### config.mk
export PLATFORM = sky130hd
export DESIGN_NAME = vc_queue_pf_flat
export DESIGN_NICKNAME = d
export VERILOG_FILES = /design/src/rtl/vc_queue_pf_pkg.sv /design/src/rtl/vc_queue_pf_if.sv /design/src/rtl/vc_queue_ctrl_pf.sv /design/src/rtl/vc_queue_pf.sv /design/src/flat_wrapper.sv
export SDC_FILE = /design/constraint.sdc
export NUM_CORES = 1
export LEC_CHECK = 0
export ABC_AREA = 1
export BUFFER_PORTS_ARGS = -buffer_cell sky130_fd_sc_hd__buf_2
export CAP_MARGIN = 20
export CORE_AREA = 3 3 105 107
export CTS_BUF_LIST = sky130_fd_sc_hd__clkbuf_16
export CTS_CLUSTER_SIZE = 20
export DETAILED_ROUTE_END_ITERATION = 10
export DIE_AREA = 0 0 108 110
export PLACE_DENSITY = 0.83
export SLEW_MARGIN = 20
export SYNTH_ARGS = -nofsm -noshare
export SYNTH_HDL_FRONTEND = slang
export SYNTH_SLANG_ARGS = --single-unit
export TNS_END_PERCENT = 100
### constraint.sdc
create_clock -name clk -period 3.16 [get_ports clk]
set_input_delay 0.632 -clock clk [delete_from_list [all_inputs] [get_ports clk]]
set_output_delay 0.632 -clock clk [all_outputs]
set_load 0.02 [all_outputs]
### src/rtl/vc_queue_pf_pkg.sv
// vc_queue_pf_pkg: shared helpers and handshake encodings for the queue family
package vc_queue_pf_pkg;
  typedef enum logic [1:0] {Q_IDLE = 2'b00, Q_DEQ = 2'b01, Q_ENQ = 2'b10, Q_BOTH = 2'b11} q_op_e;
  function automatic int clog2(input int n);
    int r;
    for (r = 0; (1 << r) < n; r++) begin end
    return r;
  endfunction
endpackage

### src/rtl/vc_queue_pf_if.sv
// vc_queue_pf_if: enqueue/dequeue valid-ready bundle with occupancy
interface vc_queue_pf_if #(parameter int W = 32, parameter int ENTRIES = 4);
  import vc_queue_pf_pkg::*;
  localparam int ADDR_W = clog2(ENTRIES);
  logic [W-1:0] enq_bits_p;
  logic enq_val_p;
  logic enq_rdy_p;
  logic [W-1:0] deq_bits_p;
  logic deq_val_p;
  logic deq_rdy_p;
  logic [ADDR_W:0] count_p;
  modport master(output enq_bits_p, enq_val_p, deq_rdy_p, input enq_rdy_p, deq_bits_p, deq_val_p, count_p);
  modport slave(input enq_bits_p, enq_val_p, deq_rdy_p, output enq_rdy_p, deq_bits_p, deq_val_p, count_p);
endinterface

### src/rtl/vc_queue_ctrl_pf.sv
// vc_queue_ctrl_pf: head/tail/count bookkeeping shared by the queue variants
module vc_queue_ctrl_pf
  import vc_queue_pf_pkg::*;
#(
  parameter int ENTRIES = 4,
  localparam int AW = clog2(ENTRIES)
) (
  input  logic          clk,
  input  logic          reset_p,
  input  logic          enq_val_i,
  input  logic          deq_rdy_i,
  output logic          enq_rdy_o,
  output logic          deq_val_o,
  output logic [AW:0]   count_o,
  output logic          wen_o,
  output logic [AW-1:0] waddr_o,
  output logic [AW-1:0] raddr_o
);
  localparam logic [AW:0] FULL_CNT = ENTRIES[AW:0];
  logic [AW-1:0] head_q, tail_q;
  logic [AW:0] count_q;
  logic full, empty, enq_fire, deq_fire;
  q_op_e op;
  assign full = count_q == FULL_CNT;
  assign empty = count_q == '0;
  assign enq_rdy_o = !full && !reset_p;
  assign deq_val_o = !empty;
  assign enq_fire = enq_val_i && enq_rdy_o;
  assign deq_fire = deq_val_o && deq_rdy_i;
  assign op = q_op_e'({enq_fire, deq_fire});
  assign count_o = count_q;
  assign wen_o = enq_fire;
  assign waddr_o = tail_q;
  assign raddr_o = head_q;
  always_ff @(posedge clk or posedge reset_p) begin
    if (reset_p) begin
      head_q <= '0;
      tail_q <= '0;
      count_q <= '0;
    end else begin
      if (enq_fire) tail_q <= tail_q + 1'b1;
      if (deq_fire) head_q <= head_q + 1'b1;
      count_q <= op == Q_ENQ ? count_q + 1'b1 : op == Q_DEQ ? count_q - 1'b1 : count_q;
    end
  end
endmodule

### src/rtl/vc_queue_pf.sv
// vc_queue_pf: flip-flop FIFO with registered status and no enq-to-deq path
module vc_queue_pf
  import vc_queue_pf_pkg::*;
#(
  parameter int W = 32,
  parameter int ENTRIES = 4,
  localparam int AW = clog2(ENTRIES)
) (
  input logic clk,
  input logic reset_p,
  vc_queue_pf_if.slave q
);
  logic [W-1:0] mem_q [ENTRIES];
  logic wen;
  logic [AW-1:0] waddr, raddr;
  vc_queue_ctrl_pf #(.ENTRIES(ENTRIES)) u_ctrl (
    .clk(clk),
    .reset_p(reset_p),
    .enq_val_i(q.enq_val_p),
    .deq_rdy_i(q.deq_rdy_p),
    .enq_rdy_o(q.enq_rdy_p),
    .deq_val_o(q.deq_val_p),
    .count_o(q.count_p),
    .wen_o(wen),
    .waddr_o(waddr),
    .raddr_o(raddr)
  );
  always_ff @(posedge clk) if (wen) mem_q[waddr] <= q.enq_bits_p;
  assign q.deq_bits_p = mem_q[raddr];
endmodule

### src/flat_wrapper.sv
// flat-port wrapper written by rule: the top's interface ports become plain ports
module vc_queue_pf_flat import vc_queue_pf_pkg::*;
#(
  parameter int W = 32,
  parameter int ENTRIES = 4,
  localparam int AW = clog2(ENTRIES)
)
  (clk, reset_p, q_enq_bits_p, q_enq_val_p, q_deq_rdy_p, q_enq_rdy_p, q_deq_bits_p, q_deq_val_p, q_count_p);
  vc_queue_pf_if #(.W(W), .ENTRIES(ENTRIES)) q_i ();
  input logic clk;
  input logic reset_p;
  input wire logic [$bits(q_i.enq_bits_p)-1:0] q_enq_bits_p;
  input wire logic [$bits(q_i.enq_val_p)-1:0] q_enq_val_p;
  input wire logic [$bits(q_i.deq_rdy_p)-1:0] q_deq_rdy_p;
  output wire logic [$bits(q_i.enq_rdy_p)-1:0] q_enq_rdy_p;
  output wire logic [$bits(q_i.deq_bits_p)-1:0] q_deq_bits_p;
  output wire logic [$bits(q_i.deq_val_p)-1:0] q_deq_val_p;
  output wire logic [$bits(q_i.count_p)-1:0] q_count_p;
  assign q_i.enq_bits_p = q_enq_bits_p;
  assign q_i.enq_val_p = q_enq_val_p;
  assign q_i.deq_rdy_p = q_deq_rdy_p;
  assign q_enq_rdy_p = q_i.enq_rdy_p;
  assign q_deq_bits_p = q_i.deq_bits_p;
  assign q_deq_val_p = q_i.deq_val_p;
  assign q_count_p = q_i.count_p;
  vc_queue_pf #(.W(W), .ENTRIES(ENTRIES)) u_core (.clk(clk), .reset_p(reset_p), .q(q_i));
endmodule
Word level (Yosys, flattened, before mapping) --
Memory sizes are Yosys's and may differ from the RTL's. Index checks and enable logic that the tools add are counted.
Word-level totals: RAM bits 128, register bits after elaboration 7, memories kept 1, logic and storage cells 23, output and inout port bits 37, input bits 36
Memory list:
- u_core.mem_q | words 4, width 32, read ports 1, clocked after Yosys merged registers in 0, write ports 1, line vc_queue_pf.sv:13 | logic [W-1:0] mem_q [ENTRIES];
Operators by class: reduce and logical (&&, ||, !) cells 8, equal/unequal tests 3, muxes and demuxes 4, $add $sub $neg 4
Operators with widths (count):
- $mux W3 | 2
- $add A2 B1 Y2 const B | 2
- $add A3 B1 Y3 const B | 1
- $eq A3 B3 Y1 const B | 1
- $logic_and A1 B1 Y1 | 3
- $logic_not A1 Y1 | 3
- $logic_not A3 Y1 | 1
- $sub A3 B1 Y3 const B | 1
- $eq A2 B1 Y1 const B | 1
- $eq A2 B2 Y1 const B | 1
- $mux W1 | 2
- $reduce_bool A2 Y1 | 1

Longest topological paths before layout --
depth after elaboration 7, mapped depth 12, gate-level depth less buffers 12

Modules after synthesis --
Synthesis repeated with hierarchy kept, for this count alone.
Unflattened totals: cell total of the unflattened synthesis 558, area total of the unflattened synthesis 5850.6 um2
Modules (own cells, without submodules):
- vc_queue_pf | cells an instance 509, sequential area each 3843.7 um2, area each 5437.7 um2, instances 1
- vc_queue_ctrl_pf | cells an instance 49, sequential area each 175.2 um2, area each 412.9 um2, instances 1

Least setup slack after synthesis --
No wires, ideal clock.
path kind input to register, start point input reset_p, end point memory u_core.mem_q[0][0] (enable), data arrival time 2.440 ns, buffers on the path 0, data required time 2.739 ns, cell stages on the path 3, path slack 0.298 ns, library setup time 0.421 ns, path through inv_1 nand3_2 nor2_1
Between the ends: cells in the longest elaborated chain, start to end 5
RTL lines:
- from (decl) | line flat_wrapper.sv:11 | input logic reset_p;
- $logic_not A1 Y1 (no source line)
- $logic_and A1 B1 Y1 | line vc_queue_ctrl_pf.sv:26 | assign enq_rdy_o = !full && !reset_p;
- $logic_and A1 B1 Y1 | line vc_queue_ctrl_pf.sv:28 | assign enq_fire = enq_val_i && enq_rdy_o;
- $mux W1 | line vc_queue_pf.sv:28 | always_ff @(posedge clk) if (wen) mem_q[waddr] <= q.enq_bits_p;
- $mux W1 (not written as such) | line vc_queue_pf.sv:28
- to (decl) | line vc_queue_pf.sv:13
Every way passes these cells.

Final worst setup path --
start point register u_core.u_ctrl.head_q[1] (netlist: u_core.u_ctrl.raddr_o[1]), end point output q_deq_bits_p[11]
Between the ends: cells in the longest elaborated chain, start to end 1
RTL lines:
- from (decl) | line vc_queue_ctrl_pf.sv:20 | logic [AW-1:0] head_q, tail_q;
- from (signal assigned) | line vc_queue_ctrl_pf.sv:42 | if (deq_fire) head_q <= head_q + 1'b1;
- $mem_v2 Z4 W32
- to (decl) | line flat_wrapper.sv:16 | output wire logic [$bits(q_i.deq_bits_p)-1:0] q_deq_bits_p;
Every way passes these cells.

==> impl_results.md <==
* Status: completed
* Syn_area_per_cell at between 10 and 15 µm²
* CP Launch Type: register
* Footprint of the multi-input gates at ~1100 µm²
* Relative slew slack at 51.3%
* Leak at 2.36 nW
* CTS buffer count at 17
* Fin worst setup slack at 0.476 ns
* Max Fclk at around 0.37 GHz
* Clk_lat worst skew at approximately 0.42 ns
* Setup violations, final at 0
* CTS Sinks at approximately 140
* Max_cap viols at 0
* Antenna violations before repair at 0
* Total GRT Usage at between 10% and 20%
* Fin. max-slew vios at 0
* Die area at roughly 12000 µm²
* Post-CTS Hold Fix Bufs at 0
* Vias per Instance at 5.20
* Seq/Total Area, Yosys at 75.0%
* Pwr Total at ~6.4 mW
* Die Y at approximately 110 µm
* Row cnt at 37
* Hold Violations, Final at 0
* Number of global-route vias before repair at approximately 3.3k
* Maximum vdd drop at 0.000688 V
* Core Region at around 10000 µm²
* Pre-CTS setup slack at ~0.53 ns
* Crit path time final at roughly 2.7 ns
* Setup crit end kind: output port
* Clock Skews at between 0.01 and 0.015 ns
* Largest net degree at the start of global routing at 67
* DR iter-0 viols at between 150 and 200
* I/O Pins at 73
* Area delta synth->final at 20.0%
* Gate Count Post-Synth at about 400
* FF/Latch Area at approximately 4000 µm²
* Htree depth at 4
* Clk root buf: clkbuf_16
* Vias at approximately 3.3k
* Routability Congestion at roughly 0.76
* Fill cell count at 753
* Initial Util at 52.4%
* WL final at 10400 µm
* Final nets at 528
* Global-route wire length before repair at 16100 µm
* Most frequent cells in the layout: edfxtp_1, o21ai_1, nor2_1, buf_2, nand2_1
* Worst-margin pin slew at around 0.73 ns
* Remaining antenna violation count at 0
* Post-synth cell types at 21
* WL/cell at 16.3 µm
* Hold WC Path Type: primary input to async pin
* Longest Clk Path Bufs at 2
* Worst Path Required at between 2 and 3 ns
* # diodes at 0
* Resize count post-CTS at 0
* Detail Placement HPWL at 6630 µm
* Crit-path max FO at 28
* Most common cell after layout, fill and taps aside: edfxtp_1
* Crit path DAT at about 2 ns
* Post-Syn Nets at ~450
* Total power per unit cell area at roughly 1000 nW/µm²
* Die width at roughly 110 µm
* Grt total ovfl at 0
* Tcrit/Tclk final at a little over four fifths
* Post CTS Setup Buffer Count at 0
* Buffers on Ports at ~70
* DRT Pass-1 Iters at 4
* Final setup TNS at 0 ns
* Synth Register Bits at ~140
* CTS tree: yes
* Setup CP Type: register to output port
* Worst-path clk slew at roughly 0.060 ns
* Synth warn at 0
* Layout cell share with drive strength beyond 1 at between 20% and 30%
* RSZ-0062 raised after global routing: false
* Mapped Area at about 5400 µm²
* # DRC at 0
[metal layers]
metal	vias to the layer above	track usage, %	wire length [µm]
met2	109	31.8	5410
met4	0	9.74	162
met1	1577	21.1	4190
met3	16	5.59	593
li1	1602	-	-
met5	-	0	0
[flip-flops by register name (all words and copies together) (netlist names)]
signal and count:
u_core.u_ctrl.count_o 3, u_core.u_ctrl.waddr_o 2, u_core.u_ctrl.raddr_o 2, u_core.mem_q 128
[synth_stat cells]
| master | count | area share [%] |
|---|---|---|
| nand2_1 | 21 | 1.5 |
| o21ai_1 | 93 | 8.7 |
| buf_2 | 4 | 0.37 |
| buf_6 | 10 | 2.1 |
| nor2_2 | 12 | 1.4 |
| fa_1 | 1 | 0.37 |
| nand3_2 | 1 | 0.19 |
| inv_1 | 11 | 0.77 |
| dfrtp_1 | 7 | 3.3 |
| edfxtp_1 | 128 | 72 |
| nor2_1 | 89 | 6.2 |
| clkbuf_1 | 3 | 0.21 |
| inv_2 | 3 | 0.21 |
| xnor2_1 | 1 | 0.16 |
| buf_8 | 1 | 0.28 |
| buf_4 | 3 | 0.42 |
| o21ai_0 | 3 | 0.28 |
| ha_1 | 5 | 1.2 |
| nand4_1 | 3 | 0.35 |
| a21oi_1 | 1 | 0.093 |
| nand3_1 | 3 | 0.28 |
[worst max-delay path: stages (launching register included)]
cell and delay (ns):
dfrtp_1 0.41, inv_2 0.36, buf_4 0.37, o21ai_1 0.13
o21ai_1 0.16, buf_2 0.19
[logic make-up (layout without fill, tap and decap cells)]
kind of cell,count (synthesis),count (layout),share of synthesized area [%]
flops,135,135,75.0
simple gates,129,129,9.92
compound gates,97,97,9.05
buf+inv,35,131,4.36
fa+ha+maj,6,6,1.54
xor+xnor,1,1,0.163
[per-stage QoR]
| step | util, % | hold WS (ns) | std cells | instance area, µm² |
|---|---|---|---|---|
| floorplan | - | 0.467 | 403 | 5360 |
| global placement | 57.1 | 0.512 | 603 | 5840 |
| detailed placement | 57.1 | 0.523 | 603 | 5840 |
| CTS | 62.9 | 0.184 | 635 | 6430 |
| global route | 62.9 | 0.201 | 635 | 6430 |
| finish | 62.9 | 0.191 | 635 | 6430 |
[power breakdown]
part	switching, mW	internal, mW
Sequential	0.0836	2.18
Clock	0.777	1.18
Combinational	1.47	0.662
[layout make-up]
class	instances	area share, %
flip-flops and latches	135	62.5
multi-input cells	233	17.7
repair buffers	85	7.12
clock buffers	17	6.61
well taps	136	2.64
clock inverters	15	2.63
inverters	14	0.817
[worst paths after layout]
check / depth (start not counted) / end / startpoint / slack [ns]
setup / recovery: 5 / q_deq_bits_p[11] / u_core.u_ctrl.raddr_o[1]$_DFFE_PP0P_ / 0.48
hold / removal: 2 / u_core.u_ctrl.count_o[0]$_DFFE_PP0P_ / reset_p / 0.19
setup reg to reg: 5 / u_core.mem_q[1][26]$_DFFE_PP_ / u_core.u_ctrl.count_o[0]$_DFFE_PP0P_ / 1.01
hold reg to reg: 2 / u_core.u_ctrl.count_o[2]$_DFFE_PP0P_ / u_core.u_ctrl.count_o[2]$_DFFE_PP0P_ / 0.54
max in group asynchronous: 2 / u_core.u_ctrl.raddr_o[0]$_DFFE_PP0P_ / reset_p / 2.67
min in group clk: 1 / u_core.mem_q[1][11]$_DFFE_PP_ / q_enq_bits_p[11] / 0.44
Power figures use the tool's default switching activity.
